File: config.mk
export PLATFORM = sky130hd
export DESIGN_NAME = cdma_img_fifo_arb
export DESIGN_NICKNAME = d
export VERILOG_FILES = /design/src/rtl/cdma_img_arb_pkg.sv /design/src/rtl/cdma_img_credit_cnt.sv /design/src/rtl/cdma_img_fifo_arb.sv
export SDC_FILE = /design/constraint.sdc
export NUM_CORES = 1
export LEC_CHECK = 0
export ABC_AREA = 1
export CAP_MARGIN = 5
export CELL_PAD_IN_SITES_DETAIL_PLACEMENT = 0
export CELL_PAD_IN_SITES_GLOBAL_PLACEMENT = 1
export CORE_MARGIN = 2
export CORE_UTILIZATION = 31
export CTS_CLUSTER_SIZE = 16
export DETAILED_ROUTE_END_ITERATION = 6
export HOLD_SLACK_MARGIN = 0.15
export PLACE_DENSITY = 0.81
export REMOVE_ABC_BUFFERS = 1
export SYNTH_ARGS = -nofsm -noshare
export SYNTH_HDL_FRONTEND = slang
export SYNTH_SLANG_ARGS = --single-unit
File: constraint.sdc
create_clock -name clk -period 2.1 [get_ports clk]
set_input_delay 0.42 -clock clk [delete_from_list [all_inputs] [get_ports clk]]
set_output_delay 0.42 -clock clk [all_outputs]
set_load 0.005 [all_outputs]
File: src/rtl/cdma_img_arb_pkg.sv
// -----------------------------------------------------------------------------
// cdma_img_arb_pkg
// Shared definitions for the image-path FIFO arbiter:
//   - arb_state_e : arbiter FSM state (RUN / DRAIN / DONE)
//   - SRC0 / SRC1 : source tag values carried in the FIFO entry MSB
//   - default depth / quota / payload width constants
//   - img_entry_t : {tag, payload} layout of one FIFO entry (default width)
// -----------------------------------------------------------------------------
package cdma_img_arb_pkg;

    typedef enum logic [1:0] {
        StRun   = 2'd0,
        StDrain = 2'd1,
        StDone  = 2'd2
    } arb_state_e;

    localparam logic SRC0 = 1'b0;
    localparam logic SRC1 = 1'b1;

    localparam int unsigned DefaultDw    = 10;
    localparam int unsigned DefaultDepth = 128;
    localparam int unsigned DefaultCw    = 8;
    localparam int unsigned DefaultQuota = 64;

    typedef struct packed {
        logic                 tag;
        logic [DefaultDw-1:0] payload;
    } img_entry_t;

endpackage

File: src/rtl/cdma_img_credit_cnt.sv
// -----------------------------------------------------------------------------
// cdma_img_credit_cnt
// Per-source outstanding-entry counter. Increments on a grant, decrements on a
// credit return, holds when both happen together. Never wraps: it stops at
// QUOTA going up and at zero going down.
//
// Ports:
//   clk      in   clock
//   reset_   in   asynchronous active-low reset
//   inc      in   grant to this source this cycle
//   dec      in   credit returned to this source this cycle
//   cnt      out  current outstanding count
//   at_quota out  cnt has reached QUOTA (source must not be granted)
//   nonzero  out  at least one credit outstanding
// -----------------------------------------------------------------------------
module cdma_img_credit_cnt
    import cdma_img_arb_pkg::*;
#(
    parameter int unsigned CW    = DefaultCw,
    parameter int unsigned QUOTA = DefaultQuota
) (
    input  logic          clk,
    input  logic          reset_,
    input  logic          inc,
    input  logic          dec,
    output logic [CW-1:0] cnt,
    output logic          at_quota,
    output logic          nonzero
);

    localparam logic [CW-1:0] QuotaVal = CW'(QUOTA);

    logic [CW-1:0] cnt_q, cnt_d;

    always_comb begin
        cnt_d = cnt_q;
        unique case ({inc, dec})
            2'b10: begin
                if (cnt_q < QuotaVal) cnt_d = cnt_q + 1'b1;
            end
            2'b01: begin
                // A return at zero is illegal; hold rather than wrap.
                if (cnt_q != '0) cnt_d = cnt_q - 1'b1;
            end
            default: cnt_d = cnt_q;
        endcase
    end

    always_ff @(posedge clk or negedge reset_) begin
        if (!reset_) begin
            cnt_q <= '0;
        end else begin
            cnt_q <= cnt_d;
        end
    end

    assign cnt      = cnt_q;
    assign at_quota = (cnt_q >= QuotaVal);
    assign nonzero  = (cnt_q != '0);

    underflow_chk : assert property (@(posedge clk) disable iff (!reset_)
                                     !(dec && !inc && (cnt_q == '0)))
        else $error("cdma_img_credit_cnt: credit returned with none outstanding");

endmodule

File: src/rtl/cdma_img_fifo_arb.sv
// -----------------------------------------------------------------------------
// cdma_img_fifo_arb
// Round-robin arbiter and credit manager in front of the shared image-path
// FIFO. Two pixel-packer sources compete for a single registered output slot;
// each accepted word is tagged with its source ID and reserves one credit
// until the consumer pops it from the FIFO. A flush request stops granting,
// waits for every credit to come back and the slot to empty, then pulses
// flush_done.
//
// Optional feature (macro CDMA_IMG_FIFO_ARB_PERF_EN): adds saturating 32-bit
// stall counters perf_stall0/perf_stall1.
//
// Ports:
//   clk, reset_              clock, asynchronous active-low reset
//   src0_req/ready/data      source 0 handshake (ready is combinational grant)
//   src1_req/ready/data      source 1 handshake
//   fifo_wr_req/ready/data   FIFO write port, {tag, payload}, registered
//   fifo_rd_req/ready/data   FIFO read handshake, monitored for credit return
//   flush_req                level request to stop granting and drain
//   flush_done               one-cycle pulse when the drain completes
//   perf_stall0/1            (optional) cycles a source waited while in RUN
//   busy                     credits outstanding or output slot full
// -----------------------------------------------------------------------------
module cdma_img_fifo_arb
    import cdma_img_arb_pkg::*;
#(
    parameter int unsigned DW     = DefaultDw,
    parameter int unsigned DEPTH  = DefaultDepth,
    parameter int unsigned CW     = DefaultCw,
    parameter int unsigned QUOTA0 = DefaultQuota,
    parameter int unsigned QUOTA1 = DefaultQuota
) (
    input  logic          clk,
    input  logic          reset_,
    input  logic          src0_req,
    output logic          src0_ready,
    input  logic [DW-1:0] src0_data,
    input  logic          src1_req,
    output logic          src1_ready,
    input  logic [DW-1:0] src1_data,
    output logic          fifo_wr_req,
    input  logic          fifo_wr_ready,
    output logic [DW:0]   fifo_wr_data,
    input  logic          fifo_rd_req,
    input  logic          fifo_rd_ready,
    input  logic [DW:0]   fifo_rd_data,
    input  logic          flush_req,
    output logic          flush_done,
`ifdef CDMA_IMG_FIFO_ARB_PERF_EN
    output logic [31:0]   perf_stall0,
    output logic [31:0]   perf_stall1,
`endif
    output logic          busy
);

    // Quotas must fit the shared FIFO together, and counters must hold DEPTH.
    if ((QUOTA0 < 1) || (QUOTA1 < 1) || (QUOTA0 > DEPTH) || (QUOTA1 > DEPTH) ||
        ((QUOTA0 + QUOTA1) > DEPTH) || ((64'd1 << CW) <= 64'(DEPTH))) begin : g_param_err
        $error("cdma_img_fifo_arb: illegal DEPTH/CW/QUOTA parameter set");
    end

    arb_state_e    state_q;
    logic          prio_q;        // 0: src0 wins a tie, 1: src1 wins a tie
    logic          wr_req_q;
    logic [DW:0]   wr_data_q;
    logic          flush_done_q;

    logic [CW-1:0] cnt0, cnt1;
    logic          full0, full1;
    logic          nz0, nz1;

    logic          slot_free;
    logic          run;
    logic          elig0, elig1;
    logic          grant0, grant1;
    logic          rd_fire;
    logic          dec0, dec1;

    // Only the tag bit of the read data matters for credit return.
    logic          unused_rd_payload;
    assign unused_rd_payload = ^fifo_rd_data[DW-1:0];

    // -------------------------------------------------------------------------
    // Eligibility and round-robin grant
    // -------------------------------------------------------------------------
    assign slot_free = !wr_req_q || fifo_wr_ready;
    // Gate with reset_ so no ready is shown while the block is held in reset.
    assign run       = (state_q == StRun) && reset_;

    assign elig0  = src0_req && !full0 && slot_free && run;
    assign elig1  = src1_req && !full1 && slot_free && run;

    assign grant0 = elig0 && (!elig1 || !prio_q);
    assign grant1 = elig1 && (!elig0 ||  prio_q);

    assign src0_ready = grant0;
    assign src1_ready = grant1;

    // -------------------------------------------------------------------------
    // Credit counters
    // -------------------------------------------------------------------------
    assign rd_fire = fifo_rd_req && fifo_rd_ready;
    assign dec0    = rd_fire && (fifo_rd_data[DW] == SRC0);
    assign dec1    = rd_fire && (fifo_rd_data[DW] == SRC1);

    cdma_img_credit_cnt #(
        .CW    (CW),
        .QUOTA (QUOTA0)
    ) u_cnt0 (
        .clk      (clk),
        .reset_   (reset_),
        .inc      (grant0),
        .dec      (dec0),
        .cnt      (cnt0),
        .at_quota (full0),
        .nonzero  (nz0)
    );

    cdma_img_credit_cnt #(
        .CW    (CW),
        .QUOTA (QUOTA1)
    ) u_cnt1 (
        .clk      (clk),
        .reset_   (reset_),
        .inc      (grant1),
        .dec      (dec1),
        .cnt      (cnt1),
        .at_quota (full1),
        .nonzero  (nz1)
    );

    // -------------------------------------------------------------------------
    // Output slot: loads on grant, empties when the FIFO takes it
    // -------------------------------------------------------------------------
    always_ff @(posedge clk or negedge reset_) begin
        if (!reset_) begin
            wr_req_q  <= 1'b0;
            wr_data_q <= '0;
        end else if (grant0 || grant1) begin
            wr_req_q  <= 1'b1;
            wr_data_q <= grant1 ? {SRC1, src1_data} : {SRC0, src0_data};
        end else if (fifo_wr_ready) begin
            wr_req_q  <= 1'b0;
        end
    end

    assign fifo_wr_req  = wr_req_q;
    assign fifo_wr_data = wr_data_q;

    // -------------------------------------------------------------------------
    // Flush FSM and round-robin pointer
    // -------------------------------------------------------------------------
    always_ff @(posedge clk or negedge reset_) begin
        if (!reset_) begin
            state_q      <= StRun;
            prio_q       <= 1'b0;
            flush_done_q <= 1'b0;
        end else begin
            flush_done_q <= 1'b0;
            unique case (state_q)
                StRun: begin
                    if (grant0)      prio_q <= 1'b1;
                    else if (grant1) prio_q <= 1'b0;
                    if (flush_req) state_q <= StDrain;
                end
                StDrain: begin
                    // Dropping the request aborts the drain without a pulse.
                    if (!flush_req) begin
                        state_q <= StRun;
                    end else if (!nz0 && !nz1 && !wr_req_q) begin
                        state_q      <= StDone;
                        flush_done_q <= 1'b1;
                    end
                end
                StDone: begin
                    if (!flush_req) begin
                        state_q <= StRun;
                        prio_q  <= 1'b0;
                    end
                end
                default: state_q <= StRun;
            endcase
        end
    end

    assign flush_done = flush_done_q;
    assign busy       = nz0 || nz1 || wr_req_q;

`ifdef CDMA_IMG_FIFO_ARB_PERF_EN
    // -------------------------------------------------------------------------
    // Stall counters: cycles a requesting source was refused while in RUN
    // -------------------------------------------------------------------------
    logic [31:0] stall0_q, stall1_q;

    always_ff @(posedge clk or negedge reset_) begin
        if (!reset_) begin
            stall0_q <= '0;
            stall1_q <= '0;
        end else if (flush_done_q) begin
            stall0_q <= '0;
            stall1_q <= '0;
        end else if (state_q == StRun) begin
            if (src0_req && !grant0 && (stall0_q != '1)) stall0_q <= stall0_q + 1'b1;
            if (src1_req && !grant1 && (stall1_q != '1)) stall1_q <= stall1_q + 1'b1;
        end
    end

    assign perf_stall0 = stall0_q;
    assign perf_stall1 = stall1_q;
`endif

endmodule

==> metrics.txt <==
CP endpoint kind=register; first-pass GRT wire length=a little over 10 mm; Avg Inst Size Synth=roughly 7.5 um^2; final wirelength=between 6 and 7 mm; Combinational Power Share=55.7%; max cap viols=0; DR pass1 iterations=4; DR iter-0 viols=55; die height=84.9 um; distinct cell type count after synthesis=34; hold buffer count at CTS=0; Post-synth EDFFs=0; fmax=~440 MHz; Core Util, Final=55.3%; Root Driver=clkbuf_8; initial antenna violation count=0; Top-Level Pins=55; Worst VDD drop=0.527 mV; most frequent cells after synthesis=72 x nand2_1, 45 x nand3_1, 32 x dfrtp_1, 32 x inv_1, 16 x nor2_1; Max Slew Vio Count=0; sw power=1.47 mW; placer congestion estimate=just over 0.8; Die X=approximately 85 um; area post-placement=about 3000 um^2; Worst Path Max Fanout=8; area grow syn2layout=73.1%; via count of the routed design=2205; Critical Path AT=2.47 ns; type of origin of the critical path=input pin; failing checks=setup timing; CP startpoint=src0_req; Setup Crit Path Kind=in -> reg; slowest library cell on the worst path=clkdlybuf4s50_1; vias per cell=4.70; WP buf/inv=5; Finished Cell Area=3510 um^2; status=complete, but fails checks; Seq/Total Area, Yosys=39.5%; Avg WL per Cell=13.0 um; post-synthesis register bit count=32; clock-pin slew on the worst setup and hold paths=approximately 0.070 ns; Int Power=between 2 and 2.5 mW; Setup violations, final=4; post-layout min period=approximately 2.3 ns; top-count cell post-synth=nand2_1; Synth Flop Type=dfrtp_1; area leader, netlist=dfrtp_1; core area=between 6000 and 7000 um^2; leakage=around 1.7 nW; CTS tree=done; CTS H-tree depth=2; RSZ-0062 raised after global routing=true; Yosys top cell area share=~39%; Final period util=109%; Post-Syn Instances=272; final hold vios=0; DP HPWL=4.02 mm; worst slew pin tran=roughly 0.43 ns; # port buffers=44; gr usage total=17.4%; crit-path cells=clkdlybuf4s50_1 -> nand2_1 -> inv_1 -> and3_4 -> inv_4 -> nand2_4 -> inv_8 -> ha_1 -> nand3_1 -> nand2_2 -> a21oi_2 -> inv_1 -> a21oi_2 -> xor2_1 -> a21oi_1; Clk network pwr share=17.1%; vias in the first global route=2260; Worst Hold Class=in -> async; starting density of the core=32.0%; clk sinks=32; Final WS setup=-0.193 ns; Synth Warn #=0; CTS Buffer Depth=2; Crit path largest cell delay=0.49 ns; slew margin rel.=71.4%; switch share=37.5%; clk_skew=0.00233 ns; DRC violations left=0; share of layout cells above drive strength 1=38.3%; row count=29; pre-CTS setup slack=-0.671 ns; ANT nets after route=0; synth top area cells=dfrtp_1 39%, nand2_1 13%, nand3_1 11%; WP data required=2.28 ns; Seq pwr share=a little over a quarter; Synth async-reset ratio=100%; Nets=around 440; FF-to-FF Start=state_q[1]$_DFFE_PN0P_; Clock Latency Late Sink=between 0.2 and 0.3 ns; pwr dens=1110 nW/um^2; die area=7210 um^2; Top delay family on crit path=buffers and inverters; cts bufs inserted=5; largest net degree at the start of global routing=33; Post-Syn Area=around 2000 um^2; Remaining Overflow, GRT=0; n_diodes=0
worst register-to-register path, stage by stage, from the launching register on:
cell and delay (ns):
dfrtp_1 0.40, nor2_2 0.12, nand2_1 0.07, nor2_2 0.10
and3_4 0.22, inv_4 0.04, nand2_4 0.08, inv_8 0.06
ha_1 0.28, nand3_1 0.12, nand2_2 0.09, a21oi_2 0.14
inv_1 0.07, a21oi_2 0.15, xor2_1 0.16, a21oi_1 0.08
path summary, 6_finish.rpt:
kind                                                endpoint  slack [ns]  depth (start not counted)
max in group asynchronous          u_cnt0.cnt[0]$_DFFE_PN0P_        1.48                          2
worst max-delay path               u_cnt0.cnt[5]$_DFFE_PN0P_       -0.19                         15
worst min-delay path                  state_q[0]$_DFFE_PN0P_        0.31                          2
min in group clk                fifo_wr_data[10]$_DFFE_PN0N_        0.47                          2
worst max register to register     u_cnt0.cnt[5]$_DFFE_PN0P_       -0.19                         15
worst min register to register  fifo_wr_data[10]$_DFFE_PN0N_        0.47                          2
routing by layer:
metal	part of all wire, %	track usage [%]	vias up
met3	4.4	3.11	10
li1	-	-	1115
met2	50	29.3	58
met4	2.0	7.65	0
met1	44	21.9	1022
met5	0	0	-
repair_timing:
item	4_1_cts	5_1_grt
gates cloned	0	0
setup buffers	39	7
endpoints found under the setup margin	10	24
resized for setup	49	33
pin swaps	31	34
cell families (layout without fill, tap and decap cells):
family / after synthesis / after routing / synth area share, %
xor gates and xnor gates: 9 / 9 / 3.88
adders and majority gates: 8 / 8 / 5.30
AOI/OAI and AO/OA: 27 / 27 / 7.58
buffers and inverters: 43 / 163 / 8.88
DFF: 32 / 32 / 39.5
and+or+nand+nor: 153 / 153 / 34.9
cell usage in the layout (no fill, tap or decap), types with 8 or more instances in the layout:
cell type and count:
buf_4 69, clkdlybuf4s50_1 38, dfrtp_1 32, inv_1 25
nand2_1 62, nand2_2 10, nand3_1 37, nor2_1 11
o21ai_1 8
registers in the layout (all words and copies together), names as in the netlist:
register	count
prio_q	1
flush_done	1
u_cnt1.cnt	8
fifo_wr_req	1
fifo_wr_data	11
state_q	2
u_cnt0.cnt	8
stage by stage:
| stage | hold slack, ns | instances | TNS, ns | power (mW) |
|---|---|---|---|---|
| 2_1_floorplan | 0.124 | 265 | -0.757 | 1.88 |
| 3_5_place_dp | 0.458 | 447 | -7.10 | 2.81 |
| 5_1_grt | 0.364 | 469 | -1.47 | 4.22 |
| 6_report | 0.311 | 469 | -0.488 | 3.91 |
| 4_1_cts | 0.315 | 465 | -0.570 | 3.69 |
| 3_3_place_gp | 0.458 | 447 | -6.60 | 2.77 |
area by class of cell:
class	count	area, um^2
Fill cell	539	2840
Tap cell	77	96.3
Clock inverter	1	30.0
Sequential cell	32	801
Clock buffer	7	96.3
Timing Repair Buffer	119	1040
Multi-Input combinational cell	197	1310
Inverter	36	148
power by group through the flow:
| stage | Combinational (mW) | Clock [mW] | Sequential (mW) |
|---|---|---|---|
| floorplan | 0.843 | 0 | 1.04 |
| global placement | 1.75 | 0 | 1.02 |
| detailed placement | 1.78 | 0 | 1.03 |
| CTS | 1.97 | 0.678 | 1.05 |
| global route | 2.41 | 0.710 | 1.10 |
| finish | 2.18 | 0.667 | 1.07 |
(Power assumes the default switching activity.)
